<file path="src/rtl/axi4_pkg.sv">
// Shared AXI4 response codes and slave FSM state encodings.
package axi4_pkg;
  localparam logic [1:0] RESP_OKAY   = 2'b00;
  localparam logic [1:0] RESP_SLVERR = 2'b10;

  typedef enum logic [1:0] {W_ADDR_DATA, W_DRAIN, W_COMMIT, W_RESP} wstate_e;
  typedef enum logic {R_ADDR, R_DATA} rstate_e;
endpackage

</file>
<file path="src/rtl/axi4_regbank.sv">
// Register storage with byte-strobe merge, per-register write pulse and a combinational read port.
module axi4_regbank #(
  parameter int DATA_W   = 32,
  parameter int NUM_REGS = 16,
  localparam int NB      = DATA_W / 8,
  localparam int IW      = $clog2(NUM_REGS)
) (
  input  logic                               clk,
  input  logic                               resetn,
  input  logic                               we,
  input  logic [IW-1:0]                      widx,
  input  logic [DATA_W-1:0]                  wdata,
  input  logic [NB-1:0]                      wstrb,
  input  logic [IW-1:0]                      ridx,
  output logic [DATA_W-1:0]                  rdata,
  output logic [NUM_REGS-1:0][DATA_W-1:0]    regs,
  output logic [NUM_REGS-1:0]                wstrobe
);
  logic [DATA_W-1:0] merged;

  always_comb begin
    merged = regs[widx];
    for (int b = 0; b < NB; b++)
      if (wstrb[b]) merged[b*8 +: 8] = wdata[b*8 +: 8];
  end

  always_ff @(posedge clk) begin
    if (!resetn) begin
      regs    <= '0;
      wstrobe <= '0;
    end else begin
      wstrobe <= we ? (NUM_REGS'(1) << widx) : '0;
      if (we) regs[widx] <= merged;
    end
  end

  assign rdata = regs[ridx];
endmodule

</file>
<file path="src/rtl/axi4_noburst_slave.sv">
// Single-beat AXI4 register slave: independent write and read FSMs over axi4_regbank.
module axi4_noburst_slave #(
  parameter int AXI_DATA_WIDTH = 32,
  parameter int AXI_ADDR_WIDTH = 32,
  parameter int NUM_REGS       = 16
) (
  input  logic                               clk,
  input  logic                               resetn,
  input  logic [AXI_ADDR_WIDTH-1:0]          AXI_AWADDR,
  input  logic                               AXI_AWVALID,
  output logic                               AXI_AWREADY,
  input  logic [3:0]                         AXI_AWID,
  input  logic [7:0]                         AXI_AWLEN,
  input  logic [2:0]                         AXI_AWSIZE,
  input  logic [AXI_DATA_WIDTH-1:0]          AXI_WDATA,
  input  logic [AXI_DATA_WIDTH/8-1:0]        AXI_WSTRB,
  input  logic                               AXI_WLAST,
  input  logic                               AXI_WVALID,
  output logic                               AXI_WREADY,
  output logic [1:0]                         AXI_BRESP,
  output logic [3:0]                         AXI_BID,
  output logic                               AXI_BVALID,
  input  logic                               AXI_BREADY,
  input  logic [AXI_ADDR_WIDTH-1:0]          AXI_ARADDR,
  input  logic                               AXI_ARVALID,
  output logic                               AXI_ARREADY,
  input  logic [3:0]                         AXI_ARID,
  input  logic [7:0]                         AXI_ARLEN,
  input  logic [2:0]                         AXI_ARSIZE,
  output logic [AXI_DATA_WIDTH-1:0]          AXI_RDATA,
  output logic [1:0]                         AXI_RRESP,
  output logic [3:0]                         AXI_RID,
  output logic                               AXI_RLAST,
  output logic                               AXI_RVALID,
  input  logic                               AXI_RREADY,
  output logic [NUM_REGS*AXI_DATA_WIDTH-1:0] REGS,
  output logic [NUM_REGS-1:0]                REG_WSTROBE
);
  import axi4_pkg::*;

  localparam int NB      = AXI_DATA_WIDTH / 8;
  localparam int IDX_LSB = $clog2(NB);
  localparam int IW      = $clog2(NUM_REGS);

  wstate_e w_state, w_state_d;
  rstate_e r_state, r_state_d;
  logic                      aw_held, aw_held_d, w_held, w_held_d;
  logic [AXI_ADDR_WIDTH-1:0] awaddr_q, awaddr_d;
  logic [3:0]                awid_d;
  logic [7:0]                awlen_q, awlen_d;
  logic [AXI_DATA_WIDTH-1:0] wdata_q, wdata_d;
  logic [NB-1:0]             wstrb_q, wstrb_d;
  logic                      wlast_q, wlast_d;
  logic                      awready_d, wready_d, bvalid_d;
  logic [1:0]                bresp_d;
  logic                      reg_we;

  logic                      arready_d, rvalid_d, rlast_d;
  logic [1:0]                rresp_d;
  logic [3:0]                rid_d;
  logic [7:0]                rcnt, rcnt_d;
  logic [AXI_DATA_WIDTH-1:0] rdata_d, rd_data;

  logic [AXI_ADDR_WIDTH-1:0] aw_word, ar_word;
  logic                      aw_in_range, ar_in_range;
  logic [NUM_REGS-1:0][AXI_DATA_WIDTH-1:0] regs;
  logic                      unused_size;

  assign aw_word     = awaddr_q >> IDX_LSB;
  assign ar_word     = AXI_ARADDR >> IDX_LSB;
  assign aw_in_range = aw_word < AXI_ADDR_WIDTH'(NUM_REGS);
  assign ar_in_range = ar_word < AXI_ADDR_WIDTH'(NUM_REGS);
  assign unused_size = ^{AXI_AWSIZE, AXI_ARSIZE};
  assign REGS        = regs;

  axi4_regbank #(.DATA_W(AXI_DATA_WIDTH), .NUM_REGS(NUM_REGS)) u_regbank (
    .clk     (clk),
    .resetn  (resetn),
    .we      (reg_we),
    .widx    (aw_word[IW-1:0]),
    .wdata   (wdata_q),
    .wstrb   (wstrb_q),
    .ridx    (ar_word[IW-1:0]),
    .rdata   (rd_data),
    .regs    (regs),
    .wstrobe (REG_WSTROBE)
  );

  always_ff @(posedge clk) begin
    if (!resetn) begin
      w_state <= W_ADDR_DATA;  aw_held <= 1'b0;  w_held <= 1'b0;
      awaddr_q <= '0;  AXI_BID <= '0;  awlen_q <= '0;
      wdata_q <= '0;  wstrb_q <= '0;  wlast_q <= 1'b0;
      AXI_AWREADY <= 1'b0;  AXI_WREADY <= 1'b0;
      AXI_BVALID <= 1'b0;  AXI_BRESP <= RESP_OKAY;
    end else begin
      w_state <= w_state_d;  aw_held <= aw_held_d;  w_held <= w_held_d;
      awaddr_q <= awaddr_d;  AXI_BID <= awid_d;  awlen_q <= awlen_d;
      wdata_q <= wdata_d;  wstrb_q <= wstrb_d;  wlast_q <= wlast_d;
      AXI_AWREADY <= awready_d;  AXI_WREADY <= wready_d;
      AXI_BVALID <= bvalid_d;  AXI_BRESP <= bresp_d;
    end
  end

  always_comb begin
    w_state_d = w_state;  aw_held_d = aw_held;  w_held_d = w_held;
    awaddr_d = awaddr_q;  awid_d = AXI_BID;  awlen_d = awlen_q;
    wdata_d = wdata_q;  wstrb_d = wstrb_q;  wlast_d = wlast_q;
    awready_d = AXI_AWREADY;  wready_d = AXI_WREADY;
    bvalid_d = AXI_BVALID;  bresp_d = AXI_BRESP;
    reg_we = 1'b0;
    unique case (w_state)
      W_ADDR_DATA: begin
        if (AXI_AWVALID && AXI_AWREADY) begin
          aw_held_d = 1'b1;  awaddr_d = AXI_AWADDR;  awid_d = AXI_AWID;  awlen_d = AXI_AWLEN;
        end
        if (AXI_WVALID && AXI_WREADY) begin
          w_held_d = 1'b1;  wdata_d = AXI_WDATA;  wstrb_d = AXI_WSTRB;  wlast_d = AXI_WLAST;
        end
        awready_d = !aw_held_d;
        wready_d  = !w_held_d;
        if (aw_held_d && w_held_d) begin
          // A burst whose first beat wasn't last must have its remaining beats swallowed.
          if (awlen_d != 8'd0 && !wlast_d) begin
            w_state_d = W_DRAIN;
            wready_d  = 1'b1;
          end else begin
            w_state_d = W_COMMIT;
          end
        end
      end
      W_DRAIN: begin
        if (AXI_WVALID && AXI_WREADY && AXI_WLAST) begin
          wready_d  = 1'b0;
          w_state_d = W_COMMIT;
        end
      end
      W_COMMIT: begin
        // Draining only happens for AWLEN != 0, so that path always lands on SLVERR here.
        reg_we    = (awlen_q == 8'd0) && aw_in_range;
        bresp_d   = reg_we ? RESP_OKAY : RESP_SLVERR;
        bvalid_d  = 1'b1;
        w_state_d = W_RESP;
      end
      W_RESP: begin
        if (AXI_BREADY) begin
          bvalid_d = 1'b0;  aw_held_d = 1'b0;  w_held_d = 1'b0;
          awready_d = 1'b1;  wready_d = 1'b1;
          w_state_d = W_ADDR_DATA;
        end
      end
    endcase
  end

  always_ff @(posedge clk) begin
    if (!resetn) begin
      r_state <= R_ADDR;  rcnt <= '0;
      AXI_ARREADY <= 1'b0;  AXI_RVALID <= 1'b0;  AXI_RLAST <= 1'b0;
      AXI_RRESP <= RESP_OKAY;  AXI_RDATA <= '0;  AXI_RID <= '0;
    end else begin
      r_state <= r_state_d;  rcnt <= rcnt_d;
      AXI_ARREADY <= arready_d;  AXI_RVALID <= rvalid_d;  AXI_RLAST <= rlast_d;
      AXI_RRESP <= rresp_d;  AXI_RDATA <= rdata_d;  AXI_RID <= rid_d;
    end
  end

  always_comb begin
    r_state_d = r_state;  rcnt_d = rcnt;
    arready_d = AXI_ARREADY;  rvalid_d = AXI_RVALID;  rlast_d = AXI_RLAST;
    rresp_d = AXI_RRESP;  rdata_d = AXI_RDATA;  rid_d = AXI_RID;
    unique case (r_state)
      R_ADDR: begin
        arready_d = 1'b1;
        if (AXI_ARVALID && AXI_ARREADY) begin
          arready_d = 1'b0;
          rid_d     = AXI_ARID;
          rcnt_d    = AXI_ARLEN;
          rdata_d   = ar_in_range ? rd_data : '0;
          rresp_d   = (AXI_ARLEN == 8'd0 && ar_in_range) ? RESP_OKAY : RESP_SLVERR;
          rvalid_d  = 1'b1;
          rlast_d   = (AXI_ARLEN == 8'd0);
          r_state_d = R_DATA;
        end
      end
      R_DATA: begin
        if (AXI_RREADY) begin
          if (rcnt == 8'd0) begin
            rvalid_d = 1'b0;  rlast_d = 1'b0;  arready_d = 1'b1;
            r_state_d = R_ADDR;
          end else begin
            rcnt_d  = rcnt - 8'd1;
            rresp_d = RESP_SLVERR;
            rdata_d = '0;
            rlast_d = (rcnt == 8'd1);
          end
        end
      end
    endcase
  end
endmodule

</file>
<file path="config.mk">
export PLATFORM = sky130hd
export DESIGN_NAME = axi4_noburst_slave
export DESIGN_NICKNAME = d
export VERILOG_FILES = /design/src/rtl/axi4_pkg.sv /design/src/rtl/axi4_regbank.sv /design/src/rtl/axi4_noburst_slave.sv
export SDC_FILE = /design/constraint.sdc
export NUM_CORES = 1
export LEC_CHECK = 0
export CELL_PAD_IN_SITES_DETAIL_PLACEMENT = 1
export CELL_PAD_IN_SITES_GLOBAL_PLACEMENT = 1
export CORE_MARGIN = 4
export CORE_UTILIZATION = 39
export CTS_CLUSTER_SIZE = 8
export DETAILED_ROUTE_END_ITERATION = 12
export PLACE_DENSITY_LB_ADDON = 0.1
export SLEW_MARGIN = 20
export SYNTH_ARGS = -nofsm -noshare
export SYNTH_HDL_FRONTEND = slang
export SYNTH_SLANG_ARGS = --single-unit
</file>
<file path="constraint.sdc">
create_clock -name clk -period 2.4 [get_ports clk]
set_input_delay 0.36 -clock clk [delete_from_list [all_inputs] [get_ports clk]]
set_output_delay 0.36 -clock clk [all_outputs]
set_load 0.1 [all_outputs]
</file>
==> run_results.csv <==
group,metric,value,unit
run_status,status,"completed",
die,die_height,290,µm
final_layout,n_fill_cell,8640,
sta,worst_pin_slew,0.667,ns
pwr,powerDensity,703,nW/µm²
routing,firstDrtPassIters,5,
yosys,yosys-top-cells-area,"dfxtp_1 43%, mux4_2 14%, a31oi_1 10%, o21ai_1 5.1%, o21ai_0 3.8%",
final_layout,area_growth,37.2,%
routing,avgViaCountPerCell,6.57,
sta,setup_violations,0,
routing,final_antenna_net_count,0,
sta,fin_ws,0.0205,ns
global_routing,met1_usage,44.2,%
yosys,synth_most_common_cell,"dfxtp_1",
routing,drtIter0Drc,3350,
die,core,78900,µm²
yosys,ys_seq_elements,664,
sta,timing.final.crit_period,2.38,ns
global_routing,gr-usage-met2,56.3,%
global_routing,gr-usage-met3,8.58,%
yosys,synth_edf_count,0,
die,start_util,39.2,%
sta,final.setup.tns,0,ns
yosys,netlist.area_leader.share,43.0,%
die,row_count,103,
place,port_buffers,703,
global_routing,grt-ovfl-total,0,
final_layout,drive_gt1_share,33.1,%
clocking,cts_hold_buf,0,
worst_setup_path,setup.worst_path.class,"flop to flop",
worst_setup_path,required,2.97,ns
clocking,cts_tree,"done",
yosys,synth-seq-area-share,43.0,%
die,io-pin-count,716,
clocking,clkLatencyLatePin,0.66,ns
yosys,async_flop_share,0,%
clocking,clk_path_buf_depth,3,
clocking,clk_pin_slew_worst_paths,0.05,ns
sta,rsz0062_at_grt,"yes",
worst_hold_path,hold_depth,3,
worst_setup_path,arrival,2.95,ns
global_routing,grt_busiest_layer,"met2",
global_routing,grt_pass1_wl,221000,µm
final_layout,nets,3993,
die,die-area,83900,µm²
place,gp_congestion,0.930,
global_routing,antenna_found_initial,6,
job,cap_violations,0,
global_routing,grt_max_degree,97,
routing,routedWlPerCell,32.7,µm
sta,hold_violations,0,
yosys,avgSynthCellArea,9.83,µm²
sta,fin_skew,0.0197,ns
clocking,cts_buffers,93,
pwr,finalPower,0.0298,W
yosys,synthFlopType,"dfxtp_1",
global_routing,grt_pass1_vias,32729,
yosys,synth_top_area_cell,"dfxtp_1",
worst_setup_path,critPathLaunchType,"flop",
worst_hold_path,min_path_type,"input pin to flop",
worst_setup_path,endpoint_kind,"flop",
die,die_w,290,µm
routing,vias,32268,
sta,slew_headroom,55.4,%
routing,drc,0,
final_layout,multi_input_area,16200,µm²
clocking,root_buffer,"clkbuf_16",
yosys,ys_top_cells_by_count,"664 x dfxtp_1, 515 x a31oi_1, 315 x o21ai_1",
place,pre_cts_ws,-0.349,ns
clocking,h-tree-depth,3,
worst_setup_path,reg2regPathDepth,11,
sta,drv_slew,0,
pwr,ir_worst_vdd,589,µV
yosys,synth_area,30900,µm²
routing,totalWireLength,160000,µm
place,hpwl,106000,µm
sta,fmax,420,MHz
sta,fin_crit_sh,99.1,%
yosys,synthDistinctLibCells,47,
yosys,ys_warn_count,0,
yosys,syn-instance-count,3147,
worst_setup_path,crit_path_max_fanout,8,
global_routing,grt_usage,35.0,%
clocking,clock_sinks,664,
pwr,power.leakage,16.4,nW
final_layout,seq_area,13300,µm²
## stage by stage
step	std cells	hold WS (ns)	util (%)	instance area, µm²
2_1_floorplan	3148	0.431	-	30900
3_3_place_gp	4761	0.439	49.6	39100
3_5_place_dp	4761	0.446	49.6	39100
4_1_cts	4875	0.0881	53.0	41800
5_1_grt	4908	0.102	53.8	42400
6_report	4908	0.105	53.8	42400
## final timing paths
path | start | end | slack, ns
worst max-delay path | w_state[0] | u_regbank.regs[307] | 0.02
worst min-delay path | resetn | u_regbank.regs[386] | 0.11
worst max register to register | w_state[0] | u_regbank.regs[307] | 0.02
worst min register to register | awaddr_q[17] | awaddr_q[17] | 0.45
## power breakdown
part	leakage, nW	switching, W	internal [W]
Combinational	9.78	0.00402	0.00200
Sequential	5.36	0.000358	0.0114
Clock	1.22	0.00508	0.00698
Total	16.4	0.00945	0.0204
## critical path, stage by stage (launching register included)
cell and delay, ns:
dfxtp_2 0.32, inv_2 0.07, ha_4 0.14, nor4b_4 0.19, nand4_1 0.14, buf_6 0.17, clkbuf_16 0.17, nor4_4 0.28
buf_6 0.26, buf_16 0.20, o21ai_1 0.10, a31oi_1 0.22
## repair_timing
item	in CTS	in global routing
gates cloned	2	14
pin swaps	2	11
gates resized for setup	20	45
endpoints found under the setup margin	149	315
buffers inserted	8	18
## routing by layer
metal	part of all wire, %	vias to the layer above	wire length [µm]
li1	-	13582	-
met1	38	16335	61100
met2	46	1892	74100
met3	10	455	16100
met4	5.7	4	9170
met5	0.014	-	22
## registers in the layout, indices dropped and copies added (netlist names), 4 cells and up
name               count
u_regbank.regs       512
AXI_BID                4
awaddr_q              30
u_regbank.wstrobe     16
rcnt                   8
wstrb_q                4
AXI_RDATA             32
AXI_RID                4
awlen_q                8
wdata_q               32
## final cells by class
class | instances | area share (%)
Antenna cell | 1 | 0.00590
Timing Repair Buffer | 986 | 21.5
Multi-Input combinational cell | 2092 | 38.1
Clock inverter | 6 | 0.230
Inverter | 11 | 0.103
Clock buffer | 98 | 5.63
Tap cell | 1050 | 3.10
Sequential cell | 664 | 31.3
## logic make-up (layout without fill, tap and decap cells)
group / count (synthesis) / count (layout) / share of synthesized area (%)
muxes: 354 / 354 / 19.6
buffers and inverters: 392 / 1101 / 5.80
adders and majority gates: 7 / 7 / 0.283
and+or+nand+nor: 361 / 361 / 5.43
other: 1 / 3 / 0.0121
AOI/OAI and AO/OA: 1368 / 1368 / 25.9
DFF: 664 / 664 / 43.0
## cells in the final DEF, fill, tap and decap left out, drive strengths merged, types with 3 or more instances in the layout
master	n
a211oi	3
a21o	32
a21oi	98
a221oi	30
a22oi	94
a31oi	515
and2	20
buf	848
clkbuf	111
clkdlybuf4s50	123
dfxtp	664
ha	7
inv	16
mux2	64
mux2i	94
mux4	196
nand2	231
nand2b	3
nand3	18
nand4	7
nor2	23
nor2b	8
nor3	6
nor4	35
o21ai	552
o22ai	32
o32ai	3
or3	4
Note: power is estimated with default switching activity, not from simulation.
